### config.mk
export PLATFORM = sky130hd
export DESIGN_NAME = cache_ctrl_wb
export DESIGN_NICKNAME = d
export VERILOG_FILES = /design/src/rtl/cache_ctrl_wb.sv
export SDC_FILE = /design/constraint.sdc
export NUM_CORES = 2
export LEC_CHECK = 0
export CAP_MARGIN = 20
export CELL_PAD_IN_SITES_DETAIL_PLACEMENT = 0
export CELL_PAD_IN_SITES_GLOBAL_PLACEMENT = 1
export CORE_ASPECT_RATIO = 2
export CORE_MARGIN = 5
export CORE_UTILIZATION = 48
export CTS_CLUSTER_DIAMETER = 120
export DETAILED_ROUTE_END_ITERATION = 10
export GPL_TIMING_DRIVEN = 0
export HOLD_SLACK_MARGIN = 0.1
export PLACE_DENSITY = 0.78
export SYNTH_ARGS = -nofsm -noshare
export SYNTH_HDL_FRONTEND = slang
export SYNTH_SLANG_ARGS = --single-unit
### constraint.sdc
create_clock -name clk -period 5.16 [get_ports clk]
set_clock_uncertainty 0.05 [all_clocks]
set_input_delay 1.29 -clock clk [delete_from_list [all_inputs] [get_ports clk]]
set_output_delay 1.29 -clock clk [all_outputs]
set_load 0.02 [all_outputs]
### src/rtl/cache_ctrl_wb.sv
// rtl/cache_ctrl_wb.sv - direct-mapped write-back write-allocate data cache controller
//
// Sits between the core load/store port and a line-wide memory. Each access
// is latched in IDLE and resolved in COMPARE. A miss on a dirty line first
// writes the victim back (WRITEBACK), then refills the line (ALLOCATE). The
// FSM then returns to COMPARE, where the access completes as a hit.
//
// Ports:
//   clk, rst              clock, asynchronous active-high reset
//   cpu_req/we/addr/wdata core request, held until cpu_ready
//   cpu_rdata, cpu_ready  load data and one-cycle completion pulse
//   mem_req/we/addr/wdata line transfer request (we=1 write-back, 0 refill)
//   mem_rdata, mem_ack    refill line and one-cycle memory completion
//   hit_cnt, miss_cnt     wrapping 16-bit performance counters
module cache_ctrl_wb #(
   parameter int DATA_W = 32,
   parameter int ADDR_W = 32,
   parameter int LINES  = 16,
   parameter int WORDS  = 4
) (
   input  logic                    clk,
   input  logic                    rst,
   input  logic                    cpu_req,
   input  logic                    cpu_we,
   input  logic [ADDR_W-1:0]       cpu_addr,
   input  logic [DATA_W-1:0]       cpu_wdata,
   output logic [DATA_W-1:0]       cpu_rdata,
   output logic                    cpu_ready,
   output logic                    mem_req,
   output logic                    mem_we,
   output logic [ADDR_W-1:0]       mem_addr,
   output logic [WORDS*DATA_W-1:0] mem_wdata,
   input  logic [WORDS*DATA_W-1:0] mem_rdata,
   input  logic                    mem_ack,
   output logic [15:0]             hit_cnt,
   output logic [15:0]             miss_cnt
);
   localparam int BO     = $clog2(DATA_W / 8);
   localparam int WO     = $clog2(WORDS);
   localparam int IX     = $clog2(LINES);
   localparam int TAG_W  = ADDR_W - IX - WO - BO;
   localparam int LINE_W = WORDS * DATA_W;

   typedef enum logic [1:0] {S_IDLE, S_COMPARE, S_WRITEBACK, S_ALLOCATE} state_t;
   state_t state, state_nx;

   logic [LINES-1:0]  valid;
   logic [LINES-1:0]  dirty;
   logic [TAG_W-1:0]  tag_arr  [LINES];
   logic [LINE_W-1:0] data_arr [LINES];

   logic [ADDR_W-1:0] req_addr;
   logic              req_we;
   logic [DATA_W-1:0] req_wdata;
   logic              missed;   // current access already counted as a miss

   logic [TAG_W-1:0]  req_tag;
   logic [IX-1:0]     req_idx;
   logic [WO-1:0]     req_word;
   logic [LINE_W-1:0] cur_line;
   logic [DATA_W-1:0] sel_word;
   logic              hit;
   logic              unused_lsb;

   assign req_tag  = req_addr[ADDR_W-1 -: TAG_W];
   assign req_idx  = req_addr[IX+WO+BO-1 -: IX];
   assign req_word = req_addr[WO+BO-1 -: WO];
   assign cur_line = data_arr[req_idx];
   assign sel_word = cur_line[req_word*DATA_W +: DATA_W];
   assign hit      = valid[req_idx] && (tag_arr[req_idx] == req_tag);

   // Byte-offset bits select nothing inside a word.
   generate
      if (BO > 0) begin : g_lsb
         assign unused_lsb = ^req_addr[BO-1:0];
      end else begin : g_no_lsb
         assign unused_lsb = 1'b0;
      end
   endgenerate

   // State register
   always_ff @(posedge clk or posedge rst) begin
      if (rst) state <= S_IDLE;
      else     state <= state_nx;
   end

   // Next-state logic
   always_comb begin
      state_nx = state;
      case (state)
         S_IDLE:      if (cpu_req) state_nx = S_COMPARE;
         S_COMPARE: begin
            if (hit)                                  state_nx = S_IDLE;
            else if (valid[req_idx] && dirty[req_idx]) state_nx = S_WRITEBACK;
            else                                      state_nx = S_ALLOCATE;
         end
         S_WRITEBACK: if (mem_ack) state_nx = S_ALLOCATE;
         S_ALLOCATE:  if (mem_ack) state_nx = S_COMPARE;
         default:     state_nx = S_IDLE;
      endcase
   end

   // Outputs decoded from registered state only; everything idles at zero,
   // which also keeps the don't-care outputs at 0 during reset.
   always_comb begin
      cpu_ready = 1'b0;
      cpu_rdata = '0;
      mem_req   = 1'b0;
      mem_we    = 1'b0;
      mem_addr  = '0;
      mem_wdata = '0;
      case (state)
         S_COMPARE: begin
            if (hit) begin
               cpu_ready = 1'b1;
               cpu_rdata = sel_word;
            end
         end
         S_WRITEBACK: begin
            mem_req   = 1'b1;
            mem_we    = 1'b1;
            mem_addr  = {tag_arr[req_idx], req_idx, {(WO+BO){1'b0}}};
            mem_wdata = cur_line;
         end
         S_ALLOCATE: begin
            mem_req  = 1'b1;
            mem_addr = {req_tag, req_idx, {(WO+BO){1'b0}}};
         end
         default: ;
      endcase
   end

   // Line status, counters and miss bookkeeping
   always_ff @(posedge clk or posedge rst) begin
      if (rst) begin
         valid    <= '0;
         dirty    <= '0;
         hit_cnt  <= '0;
         miss_cnt <= '0;
         missed   <= 1'b0;
      end else begin
         case (state)
            S_IDLE: if (cpu_req) missed <= 1'b0;
            S_COMPARE: begin
               if (hit) begin
                  // The post-refill completion of a miss is not a hit.
                  if (!missed) hit_cnt <= hit_cnt + 16'd1;
                  if (req_we)  dirty[req_idx] <= 1'b1;
               end else begin
                  if (!missed) miss_cnt <= miss_cnt + 16'd1;
                  missed <= 1'b1;
               end
            end
            S_ALLOCATE: begin
               if (mem_ack) begin
                  valid[req_idx] <= 1'b1;
                  dirty[req_idx] <= 1'b0;
               end
            end
            default: ;
         endcase
      end
   end

   // Request latch and tag/data arrays: no reset, contents are qualified by valid
   always_ff @(posedge clk) begin
      if (state == S_IDLE && cpu_req) begin
         req_addr  <= cpu_addr;
         req_we    <= cpu_we;
         req_wdata <= cpu_wdata;
      end
      if (state == S_ALLOCATE && mem_ack) begin
         tag_arr[req_idx]  <= req_tag;
         data_arr[req_idx] <= mem_rdata;
      end else if (state == S_COMPARE && hit && req_we) begin
         data_arr[req_idx][req_word*DATA_W +: DATA_W] <= req_wdata;
      end
   end
endmodule

==> metrics.cfg <==
[outcome]
status = finished with violations
failed_checks = negative setup slack

[finish]
areaGrowthSynthToFinish_pct = 29.23
nets = 6418
fillCellCount = 13990
design_area_um2 = 132600
final_common_cell = edfxtp_1
layout_common_cells = 2495 x edfxtp_1, 718 x mux4_2, 284 x buf_6
register_area_um2 = 76690
stdcell_count = 9209
layout-drive-gt1-share_pct = 40.75
multi_input_area_um2 = 26890
utilization_pct = 62.21

[worst_setup_path]
worst-setup-path-type = reg2out
setup.worst_path.start_class = register
crit_path_cell_trace = buf_12 -> buf_12 -> buf_16 -> buf_16 -> buf_12 -> clkbuf_16 -> buf_12 -> buf_12 -> mux4_2 -> mux4_2 -> mux4_2 -> and3_2 -> buf_2
crit_path_end_kind = output port
cp_common_cell = buf_12
path_max_fanout = 8
slowest_stage = mux4_2
slowest_delay_ns = 0.66
cp.required_ns = 3.82
arrival_ns = 4.80

[timing]
max-slew-margin-rel_pct = 8.817
worst_slack_ns = -0.9846
whs_ns = 0.4166
tightest_slew_ns = 1.368
max_freq_mhz = 162.7
hold_violations = 0
slew_viol_final = 0
timing.final.crit_share_pct = 119.1
rsz0062_at_grt = true
setup-violations-final = 483
fin_crit_ns = 6.145

[logic_synthesis]
yosysWarnings = 0
yosysTopAreaCell = edfxtp_1
synth_edf_count = 2495
synth.top_cell.area_share_pct = 73.00
synth_fa_ha_area_share_pct = 0.1341
ys_ff_latch = 2566
yosys.area_share.xor_xnor_pct = 0.5461
synthFlopType = edfxtp_1
ys_seq_area_share_pct = 74.71
synthesis.instances = 4891
synthMuxAreaShare_pct = 18.23
synth_compound_area_share_pct = 1.604
synthArstFlopShare_pct = 2.611
ys_top_cells_by_area = edfxtp_1 73%, mux4_2 16%, mux2i_1 2.3%
synth_area_um2 = 102600
yosys.area_share.simple_pct = 3.000
avgSynthCellArea_um2 = 20.98
synth_top_family_by_area = multiplexers
yosys.cell_types.count = 60

[routing]
dr.pass1.iters = 7
wl_per_cell_um = 43.78
wirelength_um = 403100
num_vias = 63050
drt_iter0_drc = 11110
postRouteAntennaNets = 0
route.detailed.drc = 0
viasPerCell = 6.847

[clock_network]
clk_pin_slew_ns = 0.07
cts.sinks = 2566
cts.root.buffer_cell = clkbuf_16
h-tree-depth = 4
cts_buffer_depth = 4
clk_latency_ns = 0.92
cts-buffers-inserted = 221
cts_tree = done
hold_buffers = 0

[place]
portBuffers = 417
hpwl_um = 258700
place_area_um2 = 115200
place_inst = 8296
place_congestion = 0.9586

[job]
max-cap-violations = 0

[die]
die_h_um = 664.0
row_count = 240
ios = 424
die_area_um2 = 223700
core_area_um2 = 213200
start_util_pct = 48.14
die_w_um = 337.0

[hold_path]
hold_path.class = reg2reg

[grt]
grt_pass1_vias = 60070
antenna_found_initial = 43
grt_pass1_wl_um = 515800
grt_start_max_net_pins = 68
overflow = 0
grtUsageTotal_pct = 34.42

[pwr]
powerDensity_nw_per_um2 = 435.3
irDropWorstVdd_v = 0.0003278
leakagePower_uw = 0.04486

-- metrics by stage --
| stage | setup slack (ns) | power (µW) | TNS (ns) |
|---|---|---|---|
| 6_report | -0.9846 | 57740 | -82.05 |
| 3_5_place_dp | -3.410 | 36100 | -4264.41 |
| 4_1_cts | -0.9386 | 55800 | -154.31 |
| 5_1_grt | -0.9736 | 58480 | -71.50 |
| 3_3_place_gp | -4.941 | 35450 | - |
| 2_1_floorplan | -0.1578 | 30100 | -175.63 |
-- cell usage after synthesis (all sizes together), types with 11 or more instances --
cell type / number
buf: 154
a21bo: 16
or2: 17
and2: 126
inv: 144
nand3: 36
a32oi: 17
mux2: 18
dfrtp: 67
mux4: 718
a211oi: 16
a22oi: 30
a21oi: 89
and3: 64
ha: 11
edfxtp: 2495
mux2i: 233
a22o: 14
xnor2: 33
nor2b: 24
a31oi: 13
nand2: 238
xor2: 31
nor3: 11
nor2: 53
clkbuf: 135
-- path summary, 6_finish.rpt --
kind,startpoint,end,slack (ns),cells after the start
setup / recovery,register,cpu_rdata[2],-0.98,13
hold / removal,hit_cnt[15],hit_cnt[15],0.42,1
setup reg to reg,register,data_arr[13][44],-0.14,17
hold reg to reg,hit_cnt[15],hit_cnt[15],0.42,1
max in group asynchronous,rst,async pin,3.56,2
min in group asynchronous,rst,miss_cnt[8],0.91,2
-- state kept, by name, indices dropped and copies added (netlist names), named ones only --
signal and count:
miss_cnt 16, valid 16, req_addr 30, missed 1, req_we 1, state 2
data_arr 2048, tag_arr 384, req_wdata 32, hit_cnt 16
-- timing repair --
item | in CTS | in global routing
gates resized for setup | 2029 | 397
buffers inserted | 277 | 153
pin swaps | 96 | 48
cloned | 17 | 2
setup endpoints to repair | 4283 | 2178
-- cell families after synthesis --
logic type	Yosys count
compound gates	238
buf+inv	435
flops	2566
xor+xnor	64
fa+ha+maj	11
simple gates	607
mux	969
other cells	1
-- worst max-delay path: cells and delay by family, from the launching register on --
kind / cells / cell delay, ns
flip-flops: 1 / 0.38
multiplexers: 3 / 1.70
AND/OR/NAND/NOR: 1 / 0.30
buffers and inverters: 9 / 1.42
-- power breakdown --
group	internal [µW]	leakage [µW]	switching [µW]
sequential	23400	0.0233	536
combinational	7240	0.0180	9130
clock	9510	0.00355	7940
total	40100	0.0449	17600
-- layer usage --
| metal | GRT usage, % | share of wire [%] | up-vias |
|---|---|---|---|
| li1 | - | - | 22760 |
| met1 | 39.09 | 28 | 31600 |
| met2 | 52.71 | 45 | 6655 |
| met3 | 12.61 | 15 | 2008 |
| met4 | 26.86 | 11 | 31 |
| met5 | 0.3071 | 0.091 | - |
-- layout make-up --
type	count	area share, %
well taps	2783	2.625
clock inverters	145	1.205
multi-input cells	1893	20.28
plain buffers	275	2.456
repair buffers	1107	10.77
inverters	146	0.4217
clock buffers	258	4.352
diodes	36	0.06792
flip-flops and latches	2566	57.82
No activity file was read; power rests on OpenSTA's default activity.
